<file path="src/rtl/dag_addr_gen_if.sv">
// Sequencer <-> data address generator bus: generation requests, register access,
// and the two registered outputs (memory address and register read data).
interface dag_addr_gen_if #(
  parameter int DMA_SIZE = 3,
  parameter int DMD_SIZE = 4
);
  logic                ps_dg_en;
  logic                ps_dg_pre;
  logic [1:0]          ps_dg_iadd;
  logic [1:0]          ps_dg_madd;
  logic                ps_dg_wrt;
  logic                ps_dg_rd;
  logic [3:0]          ps_dg_rgadd;
  logic [DMD_SIZE-1:0] bc_dt;
  logic [DMA_SIZE-1:0] dg_dm_add;
  logic [DMD_SIZE-1:0] dg_bc_dt;

  modport master (
    output ps_dg_en, ps_dg_pre, ps_dg_iadd, ps_dg_madd,
    output ps_dg_wrt, ps_dg_rd, ps_dg_rgadd, bc_dt,
    input  dg_dm_add, dg_bc_dt
  );

  modport slave (
    input  ps_dg_en, ps_dg_pre, ps_dg_iadd, ps_dg_madd,
    input  ps_dg_wrt, ps_dg_rd, ps_dg_rgadd, bc_dt,
    output dg_dm_add, dg_bc_dt
  );
endinterface

</file>
<file path="src/rtl/dag_addr_gen.sv">
// Data address generator: four I/M/L/B sets, pre/post modify with linear or
// circular-buffer wrap, index write-back, and register load/readback over bc_dt.
module dag_addr_gen #(
  parameter int DMA_SIZE = 3,
  parameter int DMD_SIZE = 4
) (
  input  logic          clk,
  input  logic          rstb,
  dag_addr_gen_if.slave bus
);

  localparam int SW = DMA_SIZE + 2;

  typedef logic [DMA_SIZE-1:0] addr_t;

  addr_t i_reg [4];
  addr_t m_reg [4];
  addr_t l_reg [4];
  addr_t b_reg [4];
  addr_t i_next [4];
  addr_t m_next [4];
  addr_t l_next [4];
  addr_t b_next [4];

  addr_t               cur_i, cur_m, cur_l, cur_b;
  addr_t               upd_addr, rd_val, wr_data;
  logic [1:0]          wrap_hi_unused;
  logic signed [SW-1:0] sum, bound, wrapped;

  addr_t               dm_add_reg, dm_add_next;
  logic [DMD_SIZE-1:0] bc_dt_reg, bc_dt_next;

  generate
    if (DMD_SIZE > DMA_SIZE) begin : g_wide_bus
      logic bc_dt_hi_unused;
      assign bc_dt_hi_unused = |bus.bc_dt[DMD_SIZE-1:DMA_SIZE];
    end
  endgenerate

  assign wr_data = bus.bc_dt[DMA_SIZE-1:0];
  assign cur_i   = i_reg[bus.ps_dg_iadd];
  assign cur_m   = m_reg[bus.ps_dg_madd];
  assign cur_l   = l_reg[bus.ps_dg_iadd];
  assign cur_b   = b_reg[bus.ps_dg_iadd];

  // Two guard bits keep I+M and B+L exact so the wrap compares are signed and overflow-free.
  always_comb begin
    sum     = $signed({2'b00, cur_i}) + $signed({{2{cur_m[DMA_SIZE-1]}}, cur_m});
    bound   = $signed({2'b00, cur_b}) + $signed({2'b00, cur_l});
    wrapped = sum;
    if (cur_l != '0) begin
      if (!cur_m[DMA_SIZE-1] && (sum >= bound)) begin
        wrapped = sum - $signed({2'b00, cur_l});
      end else if (cur_m[DMA_SIZE-1] && (sum < $signed({2'b00, cur_b}))) begin
        wrapped = sum + $signed({2'b00, cur_l});
      end
    end
  end

  // Truncation gives the linear (L=0) modulo wrap for free.
  assign {wrap_hi_unused, upd_addr} = wrapped;

  genvar gi;
  generate
    for (gi = 0; gi < 4; gi++) begin : g_set
      logic wr_i, wr_m, wr_l, wr_b, gen_hit;
      assign wr_i    = bus.ps_dg_wrt && (bus.ps_dg_rgadd == {2'b00, 2'(gi)});
      assign wr_m    = bus.ps_dg_wrt && (bus.ps_dg_rgadd == {2'b01, 2'(gi)});
      assign wr_l    = bus.ps_dg_wrt && (bus.ps_dg_rgadd == {2'b10, 2'(gi)});
      assign wr_b    = bus.ps_dg_wrt && (bus.ps_dg_rgadd == {2'b11, 2'(gi)});
      assign gen_hit = bus.ps_dg_en && (bus.ps_dg_iadd == 2'(gi));
      // An explicit register write takes priority over the index write-back.
      assign i_next[gi] = wr_i ? wr_data : (gen_hit ? upd_addr : i_reg[gi]);
      assign m_next[gi] = wr_m ? wr_data : m_reg[gi];
      assign l_next[gi] = wr_l ? wr_data : l_reg[gi];
      assign b_next[gi] = wr_b ? wr_data : b_reg[gi];
    end
  endgenerate

  always_comb begin
    rd_val = '0;
    case (bus.ps_dg_rgadd[3:2])
      2'b00:   rd_val = i_reg[bus.ps_dg_rgadd[1:0]];
      2'b01:   rd_val = m_reg[bus.ps_dg_rgadd[1:0]];
      2'b10:   rd_val = l_reg[bus.ps_dg_rgadd[1:0]];
      default: rd_val = b_reg[bus.ps_dg_rgadd[1:0]];
    endcase
  end

  always_comb begin
    dm_add_next = dm_add_reg;
    bc_dt_next  = bc_dt_reg;
    if (bus.ps_dg_en) begin
      dm_add_next = bus.ps_dg_pre ? upd_addr : cur_i;
    end
    if (bus.ps_dg_rd) begin
      bc_dt_next = DMD_SIZE'(rd_val);
    end
  end

  always_ff @(posedge clk or negedge rstb) begin
    if (!rstb) begin
      for (int k = 0; k < 4; k++) begin
        i_reg[k] <= '0;
        m_reg[k] <= '0;
        l_reg[k] <= '0;
        b_reg[k] <= '0;
      end
      dm_add_reg <= '0;
      bc_dt_reg  <= '0;
    end else begin
      for (int k = 0; k < 4; k++) begin
        i_reg[k] <= i_next[k];
        m_reg[k] <= m_next[k];
        l_reg[k] <= l_next[k];
        b_reg[k] <= b_next[k];
      end
      dm_add_reg <= dm_add_next;
      bc_dt_reg  <= bc_dt_next;
    end
  end

  assign bus.dg_dm_add = dm_add_reg;
  assign bus.dg_bc_dt  = bc_dt_reg;

endmodule

</file>
<file path="src/flat_wrapper.sv">
// flat-port wrapper written by rule: the top's interface ports become plain ports
module dag_addr_gen_flat 
#(
  parameter int DMA_SIZE = 3,
  parameter int DMD_SIZE = 4
)
  (clk, rstb, bus_ps_dg_en, bus_ps_dg_pre, bus_ps_dg_iadd, bus_ps_dg_madd, bus_ps_dg_wrt, bus_ps_dg_rd, bus_ps_dg_rgadd, bus_bc_dt, bus_dg_dm_add, bus_dg_bc_dt);
  dag_addr_gen_if #(.DMA_SIZE(DMA_SIZE), .DMD_SIZE(DMD_SIZE)) bus_i ();
  input  logic clk;
  input  logic rstb;
  input wire logic [$bits(bus_i.ps_dg_en)-1:0] bus_ps_dg_en;
  input wire logic [$bits(bus_i.ps_dg_pre)-1:0] bus_ps_dg_pre;
  input wire logic [$bits(bus_i.ps_dg_iadd)-1:0] bus_ps_dg_iadd;
  input wire logic [$bits(bus_i.ps_dg_madd)-1:0] bus_ps_dg_madd;
  input wire logic [$bits(bus_i.ps_dg_wrt)-1:0] bus_ps_dg_wrt;
  input wire logic [$bits(bus_i.ps_dg_rd)-1:0] bus_ps_dg_rd;
  input wire logic [$bits(bus_i.ps_dg_rgadd)-1:0] bus_ps_dg_rgadd;
  input wire logic [$bits(bus_i.bc_dt)-1:0] bus_bc_dt;
  output wire logic [$bits(bus_i.dg_dm_add)-1:0] bus_dg_dm_add;
  output wire logic [$bits(bus_i.dg_bc_dt)-1:0] bus_dg_bc_dt;
  assign bus_i.ps_dg_en = bus_ps_dg_en;
  assign bus_i.ps_dg_pre = bus_ps_dg_pre;
  assign bus_i.ps_dg_iadd = bus_ps_dg_iadd;
  assign bus_i.ps_dg_madd = bus_ps_dg_madd;
  assign bus_i.ps_dg_wrt = bus_ps_dg_wrt;
  assign bus_i.ps_dg_rd = bus_ps_dg_rd;
  assign bus_i.ps_dg_rgadd = bus_ps_dg_rgadd;
  assign bus_i.bc_dt = bus_bc_dt;
  assign bus_dg_dm_add = bus_i.dg_dm_add;
  assign bus_dg_bc_dt = bus_i.dg_bc_dt;
  dag_addr_gen #(.DMA_SIZE(DMA_SIZE), .DMD_SIZE(DMD_SIZE)) u_core (.clk(clk), .rstb(rstb), .bus(bus_i));
endmodule
</file>
<file path="config.mk">
export PLATFORM = sky130hd
export DESIGN_NAME = dag_addr_gen_flat
export DESIGN_NICKNAME = d
export VERILOG_FILES = /design/src/rtl/dag_addr_gen_if.sv /design/src/rtl/dag_addr_gen.sv /design/src/flat_wrapper.sv
export SDC_FILE = /design/constraint.sdc
export NUM_CORES = 1
export LEC_CHECK = 0
export ABC_CLOCK_PERIOD_IN_PS = 4400
export CAP_MARGIN = 20
export CORE_ASPECT_RATIO = 1.5
export CORE_MARGIN = 1
export CORE_UTILIZATION = 40
export CTS_BUF_LIST = sky130_fd_sc_hd__clkbuf_8
export CTS_CLUSTER_SIZE = 30
export DETAILED_ROUTE_END_ITERATION = 6
export PLACE_DENSITY = 0.59
export SLEW_MARGIN = 20
export SYNTH_ARGS = -nofsm -noshare
export SYNTH_HDL_FRONTEND = slang
export SYNTH_SLANG_ARGS = --single-unit
export TNS_END_PERCENT = 100
</file>
<file path="constraint.sdc">
create_clock -name clk -period 4.4 [get_ports clk]
set_input_delay 0.66 -clock clk [delete_from_list [all_inputs] [get_ports clk]]
set_output_delay 0.66 -clock clk [all_outputs]
set_load 0.01 [all_outputs]
</file>
==> results.py <==
metrics = {
    "outcome": {
        "status": "finished clean",
    },
    "critical_path": {
        "cp_top_family": "adder cells",
        "cp.required_ns": 4.59,
        "critPathMaxStageDelay_ns": 0.55,
        "crit_slowest_cell": "mux4_2",
        "crit_path_end_kind": "register",
        "cp-start-kind": "input pin",
        "worstSetupPathType": "in2reg",
        "crit_fanout": 8,
        "cp_cell_sequence": "clkdlybuf4s50_1 -> buf_4 -> mux4_2 -> ha_1 -> fa_1 -> inv_1 -> ha_1 -> a21boi_0 -> o221ai_1 -> and3_1 -> a211o_4 -> mux2i_2 -> buf_4 -> o21ai_1",
        "worst-path-buf-inv": 4,
        "crit_arrival_ns": 4.34,
    },
    "cts": {
        "clkSinkCount": 54,
        "path_clk_slew_ns": 0.10,
        "postCtsSetupRepairBufs": 0,
        "cts_buffer_depth": 2,
        "cts_resized": 0,
        "htreeDepth": 2,
        "cts_buffers": 5,
        "root_buffer": "clkbuf_8",
        "ctsHoldBuffers": 0,
        "clk-insertion-delay-late_ns": 0.32,
        "cts_tree": "done",
    },
    "sta": {
        "maxSlewHeadroom_pct": 41.65,
        "rsz0062_at_grt": "no",
        "setup_viol": 0,
        "setup_ws_ns": 0.2541,
        "clock_skew_ns": 0.02157,
        "hold_ws_ns": 0.4506,
        "fin_crit_ns": 4.146,
        "max_freq_ghz": 0.2412,
        "final_hold_viol_count": 0,
        "fin_crit_sh_pct": 94.23,
        "tightest_slew_ns": 0.8725,
        "finalMaxSlewViolations": 0,
    },
    "synth": {
        "synthFlopType": "dfrtp_1",
        "synth_cells": 305,
        "syn_area_um2": 3602,
        "yosysSeqAreaShare_pct": 37.51,
        "synth_cell_type_count": 51,
        "syn_avg_cell_area_um2": 11.81,
        "synth_top_area_share_pct": 37.51,
        "ys_ff_latch": 54,
        "synth_area_leader_cell": "dfrtp_1",
        "ys_top_cells_by_area": "dfrtp_1, mux4_2, mux2_2",
        "synth_edf_count": 0,
        "syn_nets": 340,
        "ys_warn_count": 0,
        "async_flop_share_pct": 100.0,
    },
    "layout": {
        "final_common_cell": "dfrtp_1",
        "drive_gt1_share_pct": 31.40,
        "final_core_util_pct": 47.75,
        "area_growth_pct": 16.33,
        "layout_common_cells": "dfrtp_1, mux2_2, mux4_2, buf_4, nand2_1",
        "fin_area_um2": 4190,
        "diodes": 0,
        "layout.nets": 378,
    },
    "place": {
        "dp_hpwl_mm": 6.909,
        "dp_slack_ns": -0.09800,
        "portBuffers": 22,
        "placed_area_um2": 4080,
        "gp_congestion": 0.8272,
    },
    "grt": {
        "grt_pass1_wl_mm": 14.51,
        "grt_pass1_vias": 2677,
        "grt_max_degree": 55,
        "antenna_found_initial": 0,
        "grt-ovfl-total": 0,
        "grtUsageTotal_pct": 20.87,
    },
    "floorplan": {
        "pin_count": 25,
        "start_util_pct": 41.05,
        "die_area_um2": 9397,
        "die_h_um": 118.2,
        "coreArea_um2": 8776,
        "rows": 42,
        "die_x_um": 79.49,
    },
    "drt": {
        "drt-initial-drc-count": 127,
        "first_pass_iters": 4,
        "routed_wl_mm": 9.058,
        "vias": 2613,
        "via_per_inst": 5.756,
        "drc": 0,
        "wl_per_cell_um": 19.95,
        "ant_nets": 0,
    },
    "run": {
        "maxCapViolCount": 0,
    },
    "hold_path": {
        "worstHoldPathType": "in2async",
    },
    "pwr": {
        "p_leak_nw": 1.741,
        "power.total_mw": 2.660,
        "p_per_area_nw_per_um2": 634.8,
        "ir_drop_mv": 0.3597,
    },
}
metrics by stage:
step	setup TNS, ns	cells
6_report	0	454
5_1_grt	0	454
4_1_cts	0	454
3_5_place_dp	-0.8193	446
3_3_place_gp	-0.2175	446
2_1_floorplan	0	305
path summary, 6_finish.rpt:
check | end | startpoint | slack [ns] | depth (start not counted)
min in group clk | u_core.bus.dg_bc_dt[1] | u_core.bus.dg_bc_dt[1] | 0.52 | 1
setup / recovery | u_core.i_reg[6] | bus_ps_dg_iadd[0] | 0.25 | 14
max in group asynchronous | u_core.i_reg[3] | rstb | 3.43 | 2
hold reg to reg | u_core.bus.dg_bc_dt[1] | u_core.bus.dg_bc_dt[1] | 0.52 | 1
setup reg to reg | u_core.i_reg[2] | u_core.i_reg[0] | 0.85 | 11
hold / removal | u_core.bus.dg_bc_dt[0] | rstb | 0.45 | 2
power by group:
part | switching [mW] | internal [mW] | leakage [nW]
logic | 0.760 | 0.792 | 1.03
clock network | 0.171 | 0.168 | 0.0556
registers | 0.119 | 0.651 | 0.653
cells in the mapped netlist, drive strengths merged, types with 3 or more instances:
| master | count |
|---|---|
| and3 | 3 |
| inv | 15 |
| o22ai | 5 |
| o32ai | 3 |
| xnor2 | 4 |
| o221ai | 3 |
| a21o | 3 |
| nand3 | 3 |
| fa | 4 |
| nand2 | 23 |
| o31ai | 5 |
| nand2b | 7 |
| nor3 | 3 |
| buf | 6 |
| clkbuf | 10 |
| a211oi | 4 |
| mux2 | 39 |
| o21ai | 13 |
| dfrtp | 54 |
| nor2 | 19 |
| or3 | 3 |
| a21oi | 10 |
| mux4 | 26 |
| nand3b | 3 |
| mux2i | 5 |
| ha | 13 |
cell type report:
type,count,area (µm²)
clock inverters,3,41.29
clock buffers,5,68.82
fillers,830,4586
multi-input cells,220,2120
flip-flops and latches,54,1351
well taps,110,137.6
inverters,15,56.30
repair buffers,47,415.4
worst register-to-register path, cell delays in order (launching register included):
cell	delay, ns
dfrtp_1	0.43
mux4_2	0.53
ha_1	0.24
fa_1	0.46
buf_4	0.19
ha_1	0.30
o221ai_1	0.09
nand4b_1	0.21
a21o_1	0.23
a41o_1	0.32
o32ai_1	0.34
o21ai_1	0.09
logic make-up after synthesis:
| logic type | Yosys count | synth area share (%) |
|---|---|---|
| adder cells (fa/ha/maj) | 17 | 6.739 |
| XOR/XNOR | 4 | 0.9725 |
| AND/OR/NAND/NOR | 74 | 10.32 |
| AO/OA/AOI/OAI | 54 | 10.66 |
| buffers and inverters | 31 | 3.647 |
| other | 1 | 0.1041 |
| flip-flops | 54 | 37.51 |
| multiplexers | 70 | 30.05 |
routing by layer:
| layer | GRT usage (%) | wire (µm) | part of all wire (%) |
|---|---|---|---|
| met1 | 23.66 | 3532 | 39 |
| met2 | 38.03 | 5077 | 56 |
| met3 | 2.548 | 203 | 2.2 |
| met4 | 9.091 | 245 | 2.7 |
| met5 | 0 | 0 | 0 |
(Power assumes the default switching activity.)
